## src/rtl/router_pkg.sv

```systemverilog
// router_pkg: shared types and constants for the 1x3 router.
//   - state_e      : ingress FSM states
//   - ADDR_INVALID : header address that selects no destination (packet dropped)
//   - NUM_DEST     : number of destination FIFOs
//   - hdr_t        : header byte layout {len, addr}
//   - helpers      : header field extraction and address one-hot decode
package router_pkg;

    typedef enum logic [1:0] {
        IDLE,
        LOAD_DATA,
        DROP,
        CHECK_PARITY
    } state_e;

    localparam logic [1:0] ADDR_INVALID = 2'd3;
    localparam int         NUM_DEST     = 3;

    localparam int HDR_ADDR_LSB = 0;
    localparam int HDR_ADDR_W   = 2;
    localparam int HDR_LEN_LSB  = HDR_ADDR_LSB + HDR_ADDR_W;
    localparam int HDR_LEN_W    = 6;
    localparam int HDR_W        = HDR_LEN_W + HDR_ADDR_W;

    typedef struct packed {
        logic [HDR_LEN_W-1:0]  len;
        logic [HDR_ADDR_W-1:0] addr;
    } hdr_t;

    function automatic logic [HDR_ADDR_W-1:0] hdr_addr(input logic [HDR_W-1:0] b);
        hdr_t h;
        h = hdr_t'(b);
        return h.addr;
    endfunction

    function automatic logic [HDR_LEN_W-1:0] hdr_len(input logic [HDR_W-1:0] b);
        hdr_t h;
        h = hdr_t'(b);
        return h.len;
    endfunction

    // ADDR_INVALID decodes to all-zero, so it never selects a FIFO.
    function automatic logic [NUM_DEST-1:0] addr_onehot(input logic [HDR_ADDR_W-1:0] a);
        logic [NUM_DEST-1:0] oh;
        for (int i = 0; i < NUM_DEST; i++) oh[i] = (int'(a) == i);
        return oh;
    endfunction

endpackage

```

## src/rtl/router_parity_acc.sv

```systemverilog
// router_parity_acc: byte-wide XOR accumulator.
//   clock/resetn : clock, async active-low reset
//   load         : restart accumulation with din
//   accum        : fold din into the running parity
//   din          : byte to load/accumulate
//   cmp_val      : received parity to compare against
//   parity       : running parity
//   mismatch     : parity != cmp_val (combinational)
// Also reused by the FIFO read-side checker, so it carries no packet framing.
module router_parity_acc #(
    parameter int DATA_W = 8
) (
    input  logic              clock,
    input  logic              resetn,
    input  logic              load,
    input  logic              accum,
    input  logic [DATA_W-1:0] din,
    input  logic [DATA_W-1:0] cmp_val,
    output logic [DATA_W-1:0] parity,
    output logic              mismatch
);

    always_ff @(posedge clock or negedge resetn) begin
        if (!resetn)     parity <= '0;
        else if (load)   parity <= din;
        else if (accum)  parity <= parity ^ din;
    end

    assign mismatch = (parity != cmp_val);

endmodule

```

## src/rtl/router_ingress.sv

```systemverilog
// router_ingress: input stage of the 1x3 router.
//   clock, resetn : clock, async active-low reset
//   data_in       : packet byte from source
//   pkt_valid     : high for header+payload; first low cycle carries parity
//   fifo_full     : per-destination full flags
//   busy          : source must hold data_in/pkt_valid while high
//   error         : last packet bad; held until next header is accepted
//   pkt_done      : one-cycle pulse per completed packet
//   wr_en/wr_data : one-hot FIFO write strobe and data (same cycle as data_in)
// Optional: define ROUTER_INGRESS_LEN_CHECK_EN to also flag payload count != len.
import router_pkg::*;

module router_ingress #(
    parameter int DATA_W = 8,
    parameter int LEN_W  = 6
) (
    input  logic                clock,
    input  logic                resetn,
    input  logic [DATA_W-1:0]   data_in,
    input  logic                pkt_valid,
    input  logic [NUM_DEST-1:0] fifo_full,
    output logic                busy,
    output logic                error,
    output logic                pkt_done,
    output logic [NUM_DEST-1:0] wr_en,
    output logic [DATA_W-1:0]   wr_data
);

    localparam int HDR_BITS = LEN_W + HDR_ADDR_W;

    state_e                  state_q, state_d;
    logic [HDR_ADDR_W-1:0]   hdr_a, addr_q;
    logic                    drop_q;
    logic [DATA_W-1:0]       rx_par_q;
    logic [DATA_W-1:0]       par_acc;
    logic                    par_bad, len_bad, bad;
    logic                    accept, hdr_take, body_take, rx_take;
    logic [NUM_DEST-1:0]     dest_oh;

    assign hdr_a = hdr_addr(data_in[HDR_BITS-1:0]);

    always_comb begin
        state_d = state_q;
        busy    = 1'b0;
        accept  = 1'b0;
        dest_oh = '0;
        case (state_q)
            IDLE: if (pkt_valid) begin
                dest_oh = addr_onehot(hdr_a);
                busy    = |(fifo_full & dest_oh);
                accept  = !busy;
                if (accept) state_d = (hdr_a == ADDR_INVALID) ? DROP : LOAD_DATA;
            end
            LOAD_DATA: begin
                dest_oh = addr_onehot(addr_q);
                busy    = |(fifo_full & dest_oh);
                accept  = !busy;
                if (accept && !pkt_valid) state_d = CHECK_PARITY;
            end
            DROP: begin
                accept = 1'b1;
                if (!pkt_valid) state_d = CHECK_PARITY;
            end
            CHECK_PARITY: begin
                busy    = 1'b1;
                state_d = IDLE;
            end
            default: state_d = IDLE;
        endcase
    end

    // dest_oh is zero in DROP and for an invalid header, so those never write.
    assign wr_en   = accept ? dest_oh : '0;
    assign wr_data = data_in;

    assign hdr_take  = accept && (state_q == IDLE);
    assign body_take = accept && (state_q == LOAD_DATA || state_q == DROP);
    assign rx_take   = body_take && !pkt_valid;

    router_parity_acc #(.DATA_W(DATA_W)) u_par (
        .clock    (clock),
        .resetn   (resetn),
        .load     (hdr_take),
        .accum    (body_take && pkt_valid),
        .din      (data_in),
        .cmp_val  (rx_par_q),
        .parity   (par_acc),
        .mismatch (par_bad)
    );

`ifdef ROUTER_INGRESS_LEN_CHECK_EN
    localparam int CNT_W = LEN_W + 1;
    logic [CNT_W-1:0] count_q;
    logic [LEN_W-1:0] len_q;

    // Extra bit lets an over-long payload be seen as a mismatch; saturate at all-ones.
    always_ff @(posedge clock or negedge resetn) begin
        if (!resetn) begin
            count_q <= '0;
            len_q   <= '0;
        end else if (hdr_take) begin
            count_q <= '0;
            len_q   <= hdr_len(data_in[HDR_BITS-1:0]);
        end else if (state_q == LOAD_DATA && body_take && pkt_valid && count_q != '1) begin
            count_q <= count_q + CNT_W'(1);
        end
    end

    assign len_bad = (count_q != {1'b0, len_q});
`else
    assign len_bad = 1'b0;
`endif

    assign bad = par_bad | drop_q | len_bad;

    always_ff @(posedge clock or negedge resetn) begin
        if (!resetn) begin
            state_q  <= IDLE;
            addr_q   <= '0;
            drop_q   <= 1'b0;
            rx_par_q <= '0;
            error    <= 1'b0;
            pkt_done <= 1'b0;
        end else begin
            state_q  <= state_d;
            pkt_done <= (state_q == CHECK_PARITY);
            if (hdr_take) begin
                addr_q <= hdr_a;
                drop_q <= (hdr_a == ADDR_INVALID);
                error  <= 1'b0;
            end
            if (rx_take) rx_par_q <= data_in;
            if (state_q == CHECK_PARITY) error <= bad;
        end
    end

endmodule

```

## config.mk

```make
export PLATFORM = sky130hd
export DESIGN_NAME = router_ingress
export DESIGN_NICKNAME = d
export VERILOG_FILES = /design/src/rtl/router_pkg.sv /design/src/rtl/router_parity_acc.sv /design/src/rtl/router_ingress.sv
export SDC_FILE = /design/constraint.sdc
export NUM_CORES = 1
export LEC_CHECK = 0
export BUFFER_PORTS_ARGS = -buffer_cell sky130_fd_sc_hd__buf_2
export CAP_MARGIN = 20
export CORE_ASPECT_RATIO = 0.8
export CORE_MARGIN = 1
export CORE_UTILIZATION = 54
export CTS_CLUSTER_DIAMETER = 40
export DETAILED_ROUTE_END_ITERATION = 6
export MAX_ROUTING_LAYER = met4
export PLACE_DENSITY = 0.89
export SYNTH_ARGS = -nofsm -noshare
export SYNTH_HDL_FRONTEND = slang
export SYNTH_HIERARCHICAL = 1
export SYNTH_SLANG_ARGS = --single-unit
```

## constraint.sdc

```tcl
create_clock -name clock -period 2.4 [get_ports clock]
set_clock_uncertainty 0.2 [all_clocks]
set_input_delay 0 -clock clock [delete_from_list [all_inputs] [get_ports clock]]
set_output_delay 0 -clock clock [all_outputs]
set_load 0.05 [all_outputs]
```

======== Word-level counts from Yosys, hierarchy flattened ========
Cells that the tools add are included.
word-level totals
  register bits after elaboration ......... 23
  logic and storage cells ................. 58
  output and inout bits ................... 14
  input bits .............................. 14
operators by class
  eq/ne operators ......................... 13
  multiplexer cells ....................... 17
  reduce and logical (&&, ||, !) cells .... 17
  bitwise gates (word level) .............. 4
operator list
  cell                                                                    count
  8-bit 2-to-1 mux                                                        2
  2-bit equality test (second input constant)                             7
  2-bit 2-to-1 mux                                                        5
  2-bit inequality test (second input constant)                           4
  8-bit inequality test                                                   1
  2-bit one-hot mux with 4 select lines                                   1
  8-bit bitwise XOR                                                       1
  3-bit bitwise AND                                                       2
  2-bit zero test                                                         3
  3-bit 2-to-1 mux                                                        2
  1-bit one-hot mux with 3 select lines                                   2
  3-bit one-hot mux with 2 select lines                                   1
  3-bit OR reduction                                                      2
  1-bit logical AND                                                       5
  1-bit 2-to-1 mux                                                        4
  4-bit AND reduction                                                     1
  2-bit nonzero test                                                      2
  1-bit zero test                                                         3
  2-bit by 1-bit equality test with 1-bit output (second input constant)  1
  1-bit logical OR                                                        1
  1-bit OR                                                                1

======== Longest topological paths before layout ========
  depth in word-level cells ............... 10
  mapped depth ............................ 11
  depth with buffers taken out ............ 10

======== Hierarchy ========
The synthesis kept the hierarchy.
by module, submodules not included
  module             cells each  sequential area each (µm²)  times used  area an instance (µm²)
  router_ingress     91          375.4                       1           978.4
  router_parity_acc  54          200.2                       1           467.9

======== Worst setup path after synthesis ========
Ideal clock, no wire load.
  path type ............................... reg2reg
  start point ............................. register state_q[1]
  end point ............................... register u_par.parity[5]
  required time ........................... 2.067 ns
  arrival time ............................ 1.909 ns
  buffers on the path ..................... 0
  path slack .............................. 0.158 ns
  stages on the path, launching flop included .. 11
  clock period less this slack ............ 2.242 ns
  library setup time ...................... 0.133 ns
  cell sequence ........................... dfrtp_1 > inv_1 > ha_1 > and2b_2 > a221oi_2 > o21ai_0 > nand2b_1 > nor3_1 > or2_2 > a21oi_1 > a311oi_1
between the ends
  word-level cells in the longest chain between the ends .. 5
  elaborated cells on any way between the ends .. 10
  those cells by class .................... eq/ne: 2; mux: 2; reduce/logical: 6
ends and longest elaborated chain
  what                                                                              RTL line                                    RTL
  start: declaration                                                                router_ingress.sv:31                        state_e state_q, state_d;
  start signal: assignment                                                          router_ingress.sv:125                       state_q <= state_d;
  2-bit equality test, or another cell as far along                                 router_ingress.sv:47, router_ingress.sv:77
  1-bit one-hot mux with 3 select lines / 1-bit logical OR (equally long branches)  router_ingress.sv:47, router_ingress.sv:77
  1-bit logical AND                                                                 router_ingress.sv:77                        assign body_take = accept && (state_q == LOAD_DATA || state_q == DROP);
  1-bit logical AND                                                                 router_ingress.sv:84                        .accum (body_take && pkt_valid),
  2-bit nonzero test (no line)                                                      n/a
  end signal: assignment                                                            router_parity_acc.sv:25                     else if (load) parity <= din;
  end signal: assignment                                                            router_parity_acc.sv:26                     else if (accum) parity <= parity ^ din;
  end: declaration                                                                  router_parity_acc.sv:19                     output logic [DATA_W-1:0] parity,
Several ways; a longest one is shown, not always the timed one.
A chain may end at the register's enable or synchronous reset.

======== Final worst setup path ========
  start point ............................. register state_q[1]
  end point ............................... register u_par.parity[5]
between the ends
  elaborated cells on any way between the ends .. 10
  those cells by class .................... eq/ne: 2; mux: 2; reduce/logical: 6
RTL lines
  what                                                           RTL line              RTL
  2-bit equality test, or another cell as far along              router_ingress.sv:47  case (state_q)
  1-bit one-hot mux with 3 select lines                          router_ingress.sv:47
  1-bit logical AND *                                            router_ingress.sv:76  assign hdr_take = accept && (state_q == IDLE);
  net hdr_take                                                   router_ingress.sv:37  logic accept, hdr_take, body_take, rx_take;
  8-bit 2-to-1 mux / 2-bit nonzero test (equally long branches)  n/a
Mark *: on every way through the listed nets, which the timed path passes. The rest lies on a longest branch.

==> out/metrics.yaml <==
status: "finished, final reports clean"
reg2reg_depth: 9
place_area_mm2: 0.001553
slew_headroom_pct: 66.43
finalInstanceArea_mm2: 0.001749
initialDrtViolationCount: 75
vdd_drop_max_uv: 690.3
async_flop_share_pct: 100.0
worstSetupPathType: "register to register"
root_buffer: "clkbuf_4"
avgRoutedWirePerCell_um: 14.34
grt_pass1_wl_um: 4767
cp.required_ps: 2420
seq_area_frac_synth_pct: 39.79
rsz0062_at_grt: "false"
clock_latency_ps: 330
drc: 0
first_pass_iters: 4
final_cell_mix: "buf_2, dfrtp_1, a21oi_1, o21ai_0, dlygate4sd3_1"
cts.reportedPaths.clkPinSlew_ps: 140
portBuffers: 27
finalWorstPathRequiredPeriod_ps: 2293
syn_nets: 163
synth_area_mm2: 0.001446
hold_end: "state_q[0]"
setup_violations: 0
regToRegSetupSlack_ps: 110
initial_core_util_pct: 58.27
finalHoldViolations: 0
synth_flop_cell: "dfrtp_1"
cts_buffer_depth: 2
cp-end-kind: "register"
vias: 1231
synth_edf_count: 0
critPathArrivalTime_ps: 2310
path_max_fanout: 6
r2r_start: "state_q[1]"
dp_hpwl_um: 2187
cts_made_buffers: 3
io_pins: 28
grt_max_degree: 24
synthCells: 145
area_growth_pct: 20.93
coreArea_mm2: 0.002482
dieArea_mm2: 0.002891
fin_nets: 200
grt_pass1_vias: 1070
overflow: 0
yosysWarnings: 6
cts.htree.levels: 1
gp_congestion: 0.8770
final_max_slew_viol_count: 0
synth_top_area_share_pct: 39.79
fmax_mhz: 436.1
cts_sinks: 23
die_x_um: 59.86
synth_cell_types: 35
p_leak_nw: 0.8207
hold_depth: 4
layout-drive-gt1-share_pct: 32.60
final_common_cell: "buf_2"
cts_tree: "built"
vias_per_cell: 5.673
rows: 16
yosys.area.top_type: "dfrtp_1"
die_h_um: 48.29
ys_ff_latch: 23
fill_cells: 184
syn_avg_cell_area_um2: 9.975
grt_use_total_pct: 24.16
cp-start-kind: "register"
worstHoldStart: "pkt_valid"
max-cap-violations: 0
period_share_pct: 95.54
p_per_area_mw_per_mm2: 1264
synth_area_leaders: "dfrtp_1, mux2_4, a21oi_1, o21ai_0, xor2_1"
drt-total-wl_um: 3111
finalPower_w: 0.002211
ant_nets: 0
antenna_cells: 0
hold_path_class: "primary input to register"
antenna_found_initial: 0
worstMarginPinSlew_ps: 501.9
regToRegEndpoint: "u_par/parity[5]"
routing by layer:
metal	GRT usage [%]	routed length (um)	share of wire (%)
met5	-	0	0
met4	10.70	49	1.6
met3	6.631	194	6.2
met2	36.89	1495	48
met1	30.45	1372	44
flip-flops by register name, summed over array words and instances (netlist names):
| signal | cells |
|---|---|
| rx_par_q | 8 |
| state_q | 2 |
| pkt_done | 1 |
| u_par/parity | 8 |
| drop_q | 1 |
| addr_q | 2 |
| error | 1 |
report_power, final:
| part | total, W | switching, W | internal [W] | leakage (nW) |
|---|---|---|---|---|
| clock network | 0.000184 | 0.000122 | 0.0000626 | 0.0177 |
| logic | 0.00130 | 0.000704 | 0.000591 | 0.520 |
| registers | 0.000732 | 0.000162 | 0.000570 | 0.283 |
critical path, stage by stage, from the launching register on:
cell	delay, ps
dfrtp_1	380
inv_1	80
ha_2	210
and2b_2	230
a221oi_4	270
a21bo_2	190
nor2_2	60
or2_2	320
a21oi_1	190
a311oi_1	80
Yosys cell counts, types with 2 or more instances:
| cell | count |
|---|---|
| nor3_1 | 2 |
| nand2_1 | 6 |
| buf_4 | 8 |
| nand3_1 | 7 |
| a311oi_1 | 3 |
| nor3b_1 | 2 |
| mux2_2 | 3 |
| buf_2 | 2 |
| inv_1 | 6 |
| mux2i_1 | 2 |
| nor4_1 | 2 |
| o21ai_0 | 14 |
| mux2_4 | 8 |
| and2b_2 | 2 |
| dfrtp_1 | 23 |
| buf_6 | 3 |
| nor2_1 | 7 |
| ha_1 | 4 |
| a21oi_1 | 18 |
| xor2_1 | 8 |
final cells by class:
class                      instances  area (um2)  share of cell area, %
clock buffer                       3       22.52                  1.288
multi-input combinational        103       765.7                  43.78
clock inverter                     1       5.005                 0.2861
timing repair buffer              45       312.8                  17.88
inverter                           6       22.52                  1.288
sequential                        23       575.6                  32.90
tap                               36       45.04                  2.575
how the worst max path moves through the flow:
| stage | slack (ps) | start | cells past startpoint | endpoint |
|---|---|---|---|---|
| floorplan | 160 | state_q[1] | 10 | u_par/parity[5] |
| global placement | 110 | state_q[1] | 9 | u_par/parity[5] |
| detailed placement | -40 | state_q[1] | 9 | u_par/parity[5] |
| CTS | 10 | state_q[0] | 8 | u_par/parity[5] |
| global route | 30 | state_q[1] | 9 | u_par/parity[6] |
| finish | 110 | state_q[1] | 9 | u_par/parity[5] |
kinds of logic (layout without fill, tap and decap cells):
group / Yosys count / count (layout) / synth area share, %
xor+xnor: 8 / 8 / 4.844
simple gates: 35 / 35 / 12.98
compound gates: 42 / 42 / 17.22
fa+ha+maj: 4 / 4 / 3.460
mux: 14 / 14 / 12.98
flops: 23 / 23 / 39.79
buf+inv: 19 / 55 / 8.737
stage by stage:
step           util (%)  setup TNS, ps  setup slack, ps  instances  hold slack, ps
5_1_grt           70.46              0            27.22        217           87.37
3_5_place_dp      62.55         -35.43           -35.43        199          -209.0
3_3_place_gp      62.55              0            112.5        199          -214.7
6_report          70.46              0            107.2        217           85.48
2_1_floorplan         -              0            157.6        145          -495.6
4_1_cts           68.40              0            12.30        215           17.48
timing repair:
action	4_1_cts	5_1_grt
endpoints found under the setup margin	1	11
pin swaps	0	1
endpoints found under the hold margin	42	0
resized for setup	0	11
buffers inserted	1	1
hold buffers	11	0
Note: power is estimated with default switching activity, not from simulation.
